### src/rtl/alu_sched.sv
// Round-robin scheduler sharing one combinational ALU between two valid/ready requesters.
// Define ALU_SCHED_STATS_EN to add saturating per-requester grant counters (gnt0_cnt/gnt1_cnt).
module alu_sched #(
    parameter int WIDTH = 4
`ifdef ALU_SCHED_STATS_EN
    , parameter int CNT_W = 8
`endif
) (
    input  logic             clk,
    input  logic             rst,

    input  logic             req0_valid,
    output logic             req0_ready,
    input  logic [WIDTH-1:0] req0_a,
    input  logic [WIDTH-1:0] req0_b,
    input  logic [2:0]       req0_op,
    output logic             rsp0_valid,
    input  logic             rsp0_ready,
    output logic [WIDTH-1:0] rsp0_res,
    output logic             rsp0_car,
    output logic             rsp0_of,

    input  logic             req1_valid,
    output logic             req1_ready,
    input  logic [WIDTH-1:0] req1_a,
    input  logic [WIDTH-1:0] req1_b,
    input  logic [2:0]       req1_op,
    output logic             rsp1_valid,
    input  logic             rsp1_ready,
    output logic [WIDTH-1:0] rsp1_res,
    output logic             rsp1_car,
    output logic             rsp1_of,

    output logic [WIDTH-1:0] alu_a,
    output logic [WIDTH-1:0] alu_b,
    output logic [2:0]       alu_ctrl,
    input  logic [WIDTH-1:0] alu_res,
    input  logic             alu_car,
    input  logic             alu_of,

    output logic             busy
`ifdef ALU_SCHED_STATS_EN
    , output logic [CNT_W-1:0] gnt0_cnt
    , output logic [CNT_W-1:0] gnt1_cnt
`endif
);

    typedef enum logic [1:0] {
        IDLE = 2'd0,
        EXEC = 2'd1,
        RESP = 2'd2
    } state_t;

    state_t             state_q, state_d;
    logic               last_grant_q, last_grant_d;
    logic               owner_q, owner_d;
    logic [WIDTH-1:0]   a_q, a_d;
    logic [WIDTH-1:0]   b_q, b_d;
    logic [2:0]         op_q, op_d;
    logic [WIDTH-1:0]   res_q, res_d;
    logic               car_q, car_d;
    logic               of_q, of_d;

    logic grant;
    logic hs0, hs1;
    logic rsp_done;

    // Requester 1 wins only when requester 0 is idle or requester 0 was served last.
    assign grant = req1_valid & (~req0_valid | ~last_grant_q);
    assign hs0   = (state_q == IDLE) & req0_valid & ~grant;
    assign hs1   = (state_q == IDLE) & req1_valid &  grant;

    assign req0_ready = hs0;
    assign req1_ready = hs1;

    assign rsp0_valid = (state_q == RESP) & ~owner_q;
    assign rsp1_valid = (state_q == RESP) &  owner_q;
    assign rsp_done   = (rsp0_valid & rsp0_ready) | (rsp1_valid & rsp1_ready);

    // Both responders see the same result registers; only the owner's valid qualifies them.
    assign rsp0_res = res_q;
    assign rsp0_car = car_q;
    assign rsp0_of  = of_q;
    assign rsp1_res = res_q;
    assign rsp1_car = car_q;
    assign rsp1_of  = of_q;

    assign alu_a    = a_q;
    assign alu_b    = b_q;
    assign alu_ctrl = op_q;
    assign busy     = (state_q != IDLE);

    always_comb begin
        // NOTE: every signal gets a default first so no path leaves it unassigned (no latch).
        state_d      = state_q;
        last_grant_d = last_grant_q;
        owner_d      = owner_q;
        a_d          = a_q;
        b_d          = b_q;
        op_d         = op_q;
        res_d        = res_q;
        car_d        = car_q;
        of_d         = of_q;

        unique case (state_q)
            IDLE: begin
                if (hs0 || hs1) begin
                    a_d          = hs1 ? req1_a  : req0_a;
                    b_d          = hs1 ? req1_b  : req0_b;
                    op_d         = hs1 ? req1_op : req0_op;
                    owner_d      = hs1;
                    last_grant_d = hs1;
                    state_d      = EXEC;
                end
            end
            EXEC: begin
                res_d   = alu_res;
                car_d   = alu_car;
                of_d    = alu_of;
                state_d = RESP;
            end
            RESP: begin
                if (rsp_done) state_d = IDLE;
            end
            default: state_d = IDLE;
        endcase
    end

    always_ff @(posedge clk) begin
        // NOTE: sequential state uses non-blocking assignments so all registers update together.
        if (rst) begin
            state_q      <= IDLE;
            last_grant_q <= 1'b1;
            owner_q      <= 1'b0;
            a_q          <= '0;
            b_q          <= '0;
            op_q         <= '0;
            res_q        <= '0;
            car_q        <= 1'b0;
            of_q         <= 1'b0;
        end else begin
            state_q      <= state_d;
            last_grant_q <= last_grant_d;
            owner_q      <= owner_d;
            a_q          <= a_d;
            b_q          <= b_d;
            op_q         <= op_d;
            res_q        <= res_d;
            car_q        <= car_d;
            of_q         <= of_d;
        end
    end

`ifdef ALU_SCHED_STATS_EN
    logic [CNT_W-1:0] cnt0_q, cnt0_d;
    logic [CNT_W-1:0] cnt1_q, cnt1_d;

    // Counters stick at all-ones rather than wrapping.
    always_comb begin
        cnt0_d = cnt0_q;
        cnt1_d = cnt1_q;
        if (hs0 && (cnt0_q != '1)) cnt0_d = cnt0_q + CNT_W'(1);
        if (hs1 && (cnt1_q != '1)) cnt1_d = cnt1_q + CNT_W'(1);
    end

    always_ff @(posedge clk) begin
        if (rst) begin
            cnt0_q <= '0;
            cnt1_q <= '0;
        end else begin
            cnt0_q <= cnt0_d;
            cnt1_q <= cnt1_d;
        end
    end

    assign gnt0_cnt = cnt0_q;
    assign gnt1_cnt = cnt1_q;
`endif

endmodule

### config.mk
export PLATFORM = sky130hd
export DESIGN_NAME = alu_sched
export DESIGN_NICKNAME = d
export VERILOG_FILES = /design/src/rtl/alu_sched.sv
export SDC_FILE = /design/constraint.sdc
export NUM_CORES = 1
export LEC_CHECK = 0
export ABC_AREA = 1
export BUFFER_PORTS_ARGS = -buffer_cell sky130_fd_sc_hd__clkbuf_2
export CAP_MARGIN = 20
export CELL_PAD_IN_SITES_DETAIL_PLACEMENT = 1
export CELL_PAD_IN_SITES_GLOBAL_PLACEMENT = 2
export CORE_UTILIZATION = 19
export DETAILED_ROUTE_END_ITERATION = 10
export PLACE_DENSITY_LB_ADDON = 0.15
export SYNTH_ARGS = -nofsm -noshare
export SYNTH_HDL_FRONTEND = slang
export SYNTH_SLANG_ARGS = --single-unit
### constraint.sdc
create_clock -name clk -period 1 [get_ports clk]
set_clock_uncertainty 0.05 [all_clocks]
set_input_delay 0.1 -clock clk [delete_from_list [all_inputs] [get_ports clk]]
set_output_delay 0.1 -clock clk [all_outputs]
set_load 0.1 [all_outputs]
==> impl_metrics.env, run 1 <==
export IMPL_status="finished, violations left"
export IMPL_violations="setup timing"
export IMPL_fin_crit_sh=1.42
export IMPL_clk_path_buf_depth=2
export IMPL_dr_max_layer_used="met4"
export IMPL_grt_overflow=0
export IMPL_drv_slew=0
export IMPL_fp_dieH_um=78.4
export IMPL_place_ws_ns=-0.199
export IMPL_p_leak_nw=0.985
export IMPL_ctsHtreeMaxLevel=1
export IMPL_grt_max_degree=24
export IMPL_final_util=0.395
export IMPL_worst_pin_slew_ns=0.222
export IMPL_yosys_top_cells_area="dfxtp_1 (38%), nand3_1 (11%), nand2_1 (8.8%)"
export IMPL_grt_pass1_wl_mm=6.02
export IMPL_die_x_um=78.4
export IMPL_yosys_most_used_dff="dfxtp_1"
export IMPL_synth_top_cell_by_area="dfxtp_1"
export IMPL_synth_seq_cells=21
export IMPL_die_area_um2=6140
export IMPL_endpoint_kind="primary output"
export IMPL_cts_sinks=21
export IMPL_hold_viol=0
export IMPL_synth_top_area_frac=0.379
export IMPL_seq_area_frac_synth=0.379
export IMPL_arrival_ns=1.27
export IMPL_drtAntennaViolNets=0
export IMPL_first_pass_iters=4
export IMPL_clock_root_buffer="clkbuf_8"
export IMPL_pwr_density_cell_nw_per_um2=1690
export IMPL_internal_power_mw=2.00
export IMPL_numCtsBuffers=3
export IMPL_met2_length_mm=2.01
export IMPL_drt_initial_drc_count=21
export IMPL_synth_most_common_cell="nand2_1"
export IMPL_setup_viol=21
export IMPL_holdWs_ns=0.0230
export IMPL_cts_reportedPaths_clkPinSlew_ns=0.08
export IMPL_rows=27
export IMPL_dp_hpwl_mm=3.05
export IMPL_port_buffers=61
export IMPL_grt_total_usage=0.123
export IMPL_hold_class="in2reg"
export IMPL_fin_nets=260
export IMPL_grt_pass1_vias=1350
export IMPL_drc=0
export IMPL_antenna_found_initial=0
export IMPL_power_switching_mw=1.73
export IMPL_cts_tree="built"
export IMPL_cts_hold_buf=0
export IMPL_finalWeightedCongestion=0.736
export IMPL_p_seq_frac=0.287
export IMPL_path_class="reg2out"
export IMPL_synthCells=157
export IMPL_clkPwrFrac=0.152
export IMPL_synth_edf_count=0
export IMPL_wl_met3_um=206
export IMPL_wl_mm=3.77
export IMPL_cp_required_ns=0.85
export IMPL_ys_async_sr_fraction=0
export IMPL_wl_per_cell_um=12.7
export IMPL_fin_area_um2=2200
export IMPL_start_kind="flop"
export IMPL_cap_violations=0
export IMPL_layout_min_cycle_time_ns=1.42
export IMPL_synth_distinct_cells=17
export IMPL_swShare=0.464
export IMPL_wl_met1_mm=1.53
export IMPL_fmax_mhz=704
export IMPL_path_max_fanout=3
export IMPL_drive_gt1_frac=0.604
export IMPL_synth_common_cells="nand2_1 (26), nand3_1 (24), dfxtp_1 (21), inv_1 (19), nor2_1 (15)"
export IMPL_vias=1302
export IMPL_finalWorstSetupSlack_ns=-0.421
export IMPL_syn2layout_area_growth_pct=98.4
export IMPL_placed_cell_area_um2=2040
export IMPL_avgSynthCellArea_um2=7.06
export IMPL_relSlewSlack=0.852
export IMPL_num_io_pins=62
export IMPL_initial_core_util=0.199
export IMPL_clk_latency_ns=0.26
export IMPL_syn_num_nets=191
export IMPL_rsz0062_at_grt="yes"
export IMPL_synthesis_area_um2=1110
export IMPL_diodes=0
export IMPL_vdd_drop_max_mv=0.766
export IMPL_yosysWarnings=0
export IMPL_coreArea_um2=5570
export IMPL_pwr_share_comb=0.560
export IMPL_vias_per_cell=4.38
export IMPL_num_fill_cells=670
-- cell families (layout without fill, tap and decap cells) --
family	count (synthesis)	in the layout	synth area share
flip-flops	21	21	0.379
AO/OA/AOI/OAI	20	20	0.107
buffers and inverters	34	102	0.154
AND/OR/NAND/NOR	82	82	0.360
-- sequential cells by signal, indices dropped and copies added, names as in the netlist --
signal        flops
alu_a             4
alu_b             4
alu_ctrl          3
last_grant_q      1
owner_q           1
rsp0_car          1
rsp0_of           1
rsp0_res          4
state_q           2
-- path summary, 6_finish.rpt --
| path | startpoint | end | slack [ns] | cells past startpoint |
|---|---|---|---|---|
| setup / recovery | state_q[0] | req1_ready | -0.42 | 5 |
| hold / removal | alu_res[3] | rsp0_res[3] | 0.02 | 3 |
| setup reg to reg | state_q[0] | alu_a[0] | -0.36 | 8 |
| hold reg to reg | owner_q | owner_q | 0.44 | 2 |
-- layout by cell type (no fill, tap or decap), drive strengths merged --
cell	synthesis	final
a21oi	14	14
buf	13	46
clkbuf	2	36
clkinv	0	1
clkinvlp	0	2
dfxtp	21	21
inv	19	17
nand2	28	28
nand3	25	25
nand3b	2	2
nand4	11	11
nor2	16	16
o21ai	6	6
-- repair_timing --
item | in CTS | in global routing
resized for setup | 10 | 22
setup buffers | 2 | 3
pin swaps | 3 | 4
cloned | 0 | 0
setup endpoints to repair | 26 | 39
-- final cells by class --
| class | count | area [µm²] | share of cell area |
|---|---|---|---|
| clock buffers | 3 | 41.3 | 0.0188 |
| clock inverters | 1 | 5.00 | 0.00228 |
| inverters | 19 | 81.3 | 0.0370 |
| multi-input cells | 102 | 603 | 0.274 |
| flip-flops and latches | 21 | 462 | 0.210 |
| well taps | 72 | 90.1 | 0.0410 |
| repair buffers | 79 | 917 | 0.417 |
-- through the flow --
step / instances / setup TNS [ns] / power, mW
floorplan: 157 / -2.80 / 2.35
global placement: 289 / -3.04 / 3.07
detailed placement: 289 / -3.98 / 3.10
CTS: 295 / -6.81 / 3.72
global route: 297 / -7.90 / 3.90
finish: 297 / -6.11 / 3.73
-- routing by layer --
| layer | track usage | vias to the layer above |
|---|---|---|
| li1 | - | 647 |
| met1 | 0.135 | 617 |
| met2 | 0.239 | 34 |
| met3 | 0.0326 | 4 |
| met4 | 0.0167 | 0 |
| met5 | 0 | - |
-- worst max-delay path: stages, from the launching register on --
cell,delay [ns]
dfxtp_2,0.36
nor2_4,0.17
nand3_4,0.11
buf_12,0.14
clkinvlp_4,0.07
buf_12,0.16
-- power groups by stage --
stage	Combinational (mW)	Sequential (mW)	Clock, mW
3_3_place_gp	1.99	1.09	0
3_5_place_dp	2.02	1.09	0
2_1_floorplan	0.758	1.59	0
6_report	2.09	1.07	0.566
4_1_cts	2.05	1.07	0.596
5_1_grt	2.18	1.09	0.633
Power figures use the tool's default switching activity.
==> inputs of run 2 (changes only) <==
CAP_MARGIN = not set   (was 20)
CORE_UTILIZATION = 21   (was 19)
clock period = 1.4 ns   (was 1 ns; I/O delays follow)
==> run 2 against run 1 <==
  * Final cell count fell by 2.0%
  * Via count fell by 5.4%
  * The flow still finishes with violations (setup timing)
  * Global-route usage rose by 0.99 points
  * Critical endpoint unchanged
==> impl_metrics.env, run 2 (synthesis results as in run 1) <==
export IMPL_drt_initial_drc_count=5
export IMPL_p_total_mw=2.32
export IMPL_syn2layout_area_growth_pct=54.7
export IMPL_power_switching_mw=1.16
export IMPL_worst_pin_slew_ns=0.552
export IMPL_drtAntennaViolNets=0
export IMPL_swShare=0.499
export IMPL_fp_dieH_um=74.7
export IMPL_hold_viol=0
export IMPL_r2r_slack_ns=0.01
export IMPL_hold_class="in2reg"
export IMPL_grt_pass1_wl_mm=5.61
export IMPL_internal_power_mw=1.16
export IMPL_cts_sinks=21
export IMPL_path_max_fanout=3
export IMPL_slowest_stage="dfxtp_2"
export IMPL_grt_pass1_vias=1210
export IMPL_die_area_um2=5570
export IMPL_fin_area_um2=1720
export IMPL_place_ws_ns=0.0543
export IMPL_wl_mm=3.51
export IMPL_first_pass_iters=3
export IMPL_pwr_density_cell_nw_per_um2=1350
export IMPL_vdd_drop_max_mv=0.430
export IMPL_final_common_cell="clkbuf_2"
export IMPL_coreArea_um2=5110
export IMPL_clk_latency_ns=0.26
export IMPL_port_buffers=61
export IMPL_cp_common_cell="buf_12"
export IMPL_worstPathCellList="nor2_4, buf_12, nand3_4, clkinvlp_4, buf_12"
export IMPL_final_cell_mix="clkbuf_2 (50), nand2_1 (26), nand3_1 (24)"
export IMPL_clkPwrFrac=0.172
export IMPL_fmax_mhz=690
export IMPL_cap_violations=0
export IMPL_clk_path_buf_depth=2
export IMPL_p_seq_frac=0.308
export IMPL_placed_cell_area_um2=1580
export IMPL_start_kind="flop"
export IMPL_numCtsBuffers=3
export IMPL_tns_ns=-0.0852
export IMPL_cp_required_ns=1.21
export IMPL_drive_gt1_frac=0.466
export IMPL_p_leak_nw=0.866
export IMPL_finalWeightedCongestion=0.722
export IMPL_path_class="reg2out"
export IMPL_critPathMaxStageDelay_ns=0.34
export IMPL_endpoint_kind="primary output"
export IMPL_die_x_um=74.7
export IMPL_num_io_pins=62
export IMPL_wl_per_cell_um=12.1
export IMPL_violations="setup timing"
export IMPL_status="finished, violations left"
export IMPL_cts_reportedPaths_clkPinSlew_ns=0.08
export IMPL_relSlewSlack=0.634
export IMPL_vias=1232
export IMPL_drc=0
export IMPL_pwr_share_comb=0.520
export IMPL_dp_hpwl_mm=2.66
export IMPL_layout_min_cycle_time_ns=1.45
export IMPL_fin_nets=256
export IMPL_grt_total_usage=0.133
export IMPL_grt_max_degree=14
export IMPL_cts_tree="built"
export IMPL_rsz0062_at_grt="yes"
export IMPL_arrival_ns=1.26
export IMPL_clock_root_buffer="clkbuf_8"
export IMPL_finalWorstSetupSlack_ns=-0.0493
export IMPL_setup_viol=2
export IMPL_vias_per_cell=4.23
export IMPL_antenna_found_initial=0
export IMPL_initial_core_util=0.217
export IMPL_grt_overflow=0
export IMPL_diodes=0
export IMPL_ctsHtreeMaxLevel=1
export IMPL_rows=26
export IMPL_drv_slew=0
export IMPL_fin_crit_sh=1.04
==> run 2: stage by stage <==
| stage | instances | util | hold WS, ns |
|---|---|---|---|
| after floorplan | 157 | - | 0.159 |
| after global placement | 281 | 0.309 | 0.350 |
| after detailed placement | 281 | 0.309 | 0.355 |
| after CTS | 291 | 0.336 | 0.0868 |
| after global routing | 291 | 0.336 | 0.0951 |
| final | 291 | 0.336 | 0.0864 |
==> run 2: timing repair <==
action | 4_1_cts | 5_1_grt
hold buffers | 0 | 0
pin swaps | 4 | 2
cloned | 1 | 0
setup endpoints to repair | 5 | 16
setup buffers | 5 | 0
resized for setup | 10 | 0
==> run 2: metal layers <==
metal	routed length [µm]	track usage	vias up
met3	215	0.0214	2
li1	-	-	636
met5	0	0	-
met4	39	0.0566	0
met1	1530	0.164	551
met2	1730	0.229	43
==> run 2: final timing paths <==
path	to	startpoint	cells after the start
setup / recovery	req1_ready	state_q[1]	5
hold / removal	rsp0_res[0]	alu_res[0]	3
setup reg to reg	alu_a[2]	state_q[1]	7
hold reg to reg	last_grant_q	last_grant_q	2
==> run 2: final cells by class <==
type | instances | area, µm²
flip-flops and latches | 21 | 432
repair buffers | 74 | 513
well taps | 70 | 87.6
multi-input cells | 103 | 562
clock inverters | 1 | 5.00
fillers | 647 | 3390
clock buffers | 3 | 41.3
inverters | 19 | 75.1
==> run 2: critical path: cells and delay by family (launching register included) <==
family	cells	cell delay [ns]
simple gates	2	0.27
buf+inv	3	0.39
flops	1	0.34
==> run 2: power by group through the flow <==
stage               Clock (mW)  Combinational (mW)  Sequential, mW
detailed placement           0                1.15           0.729
CTS                      0.414                1.22           0.718
floorplan                    0               0.516            1.12
global placement             0                1.15           0.725
finish                   0.399                1.21           0.716
global route             0.447                1.28           0.725
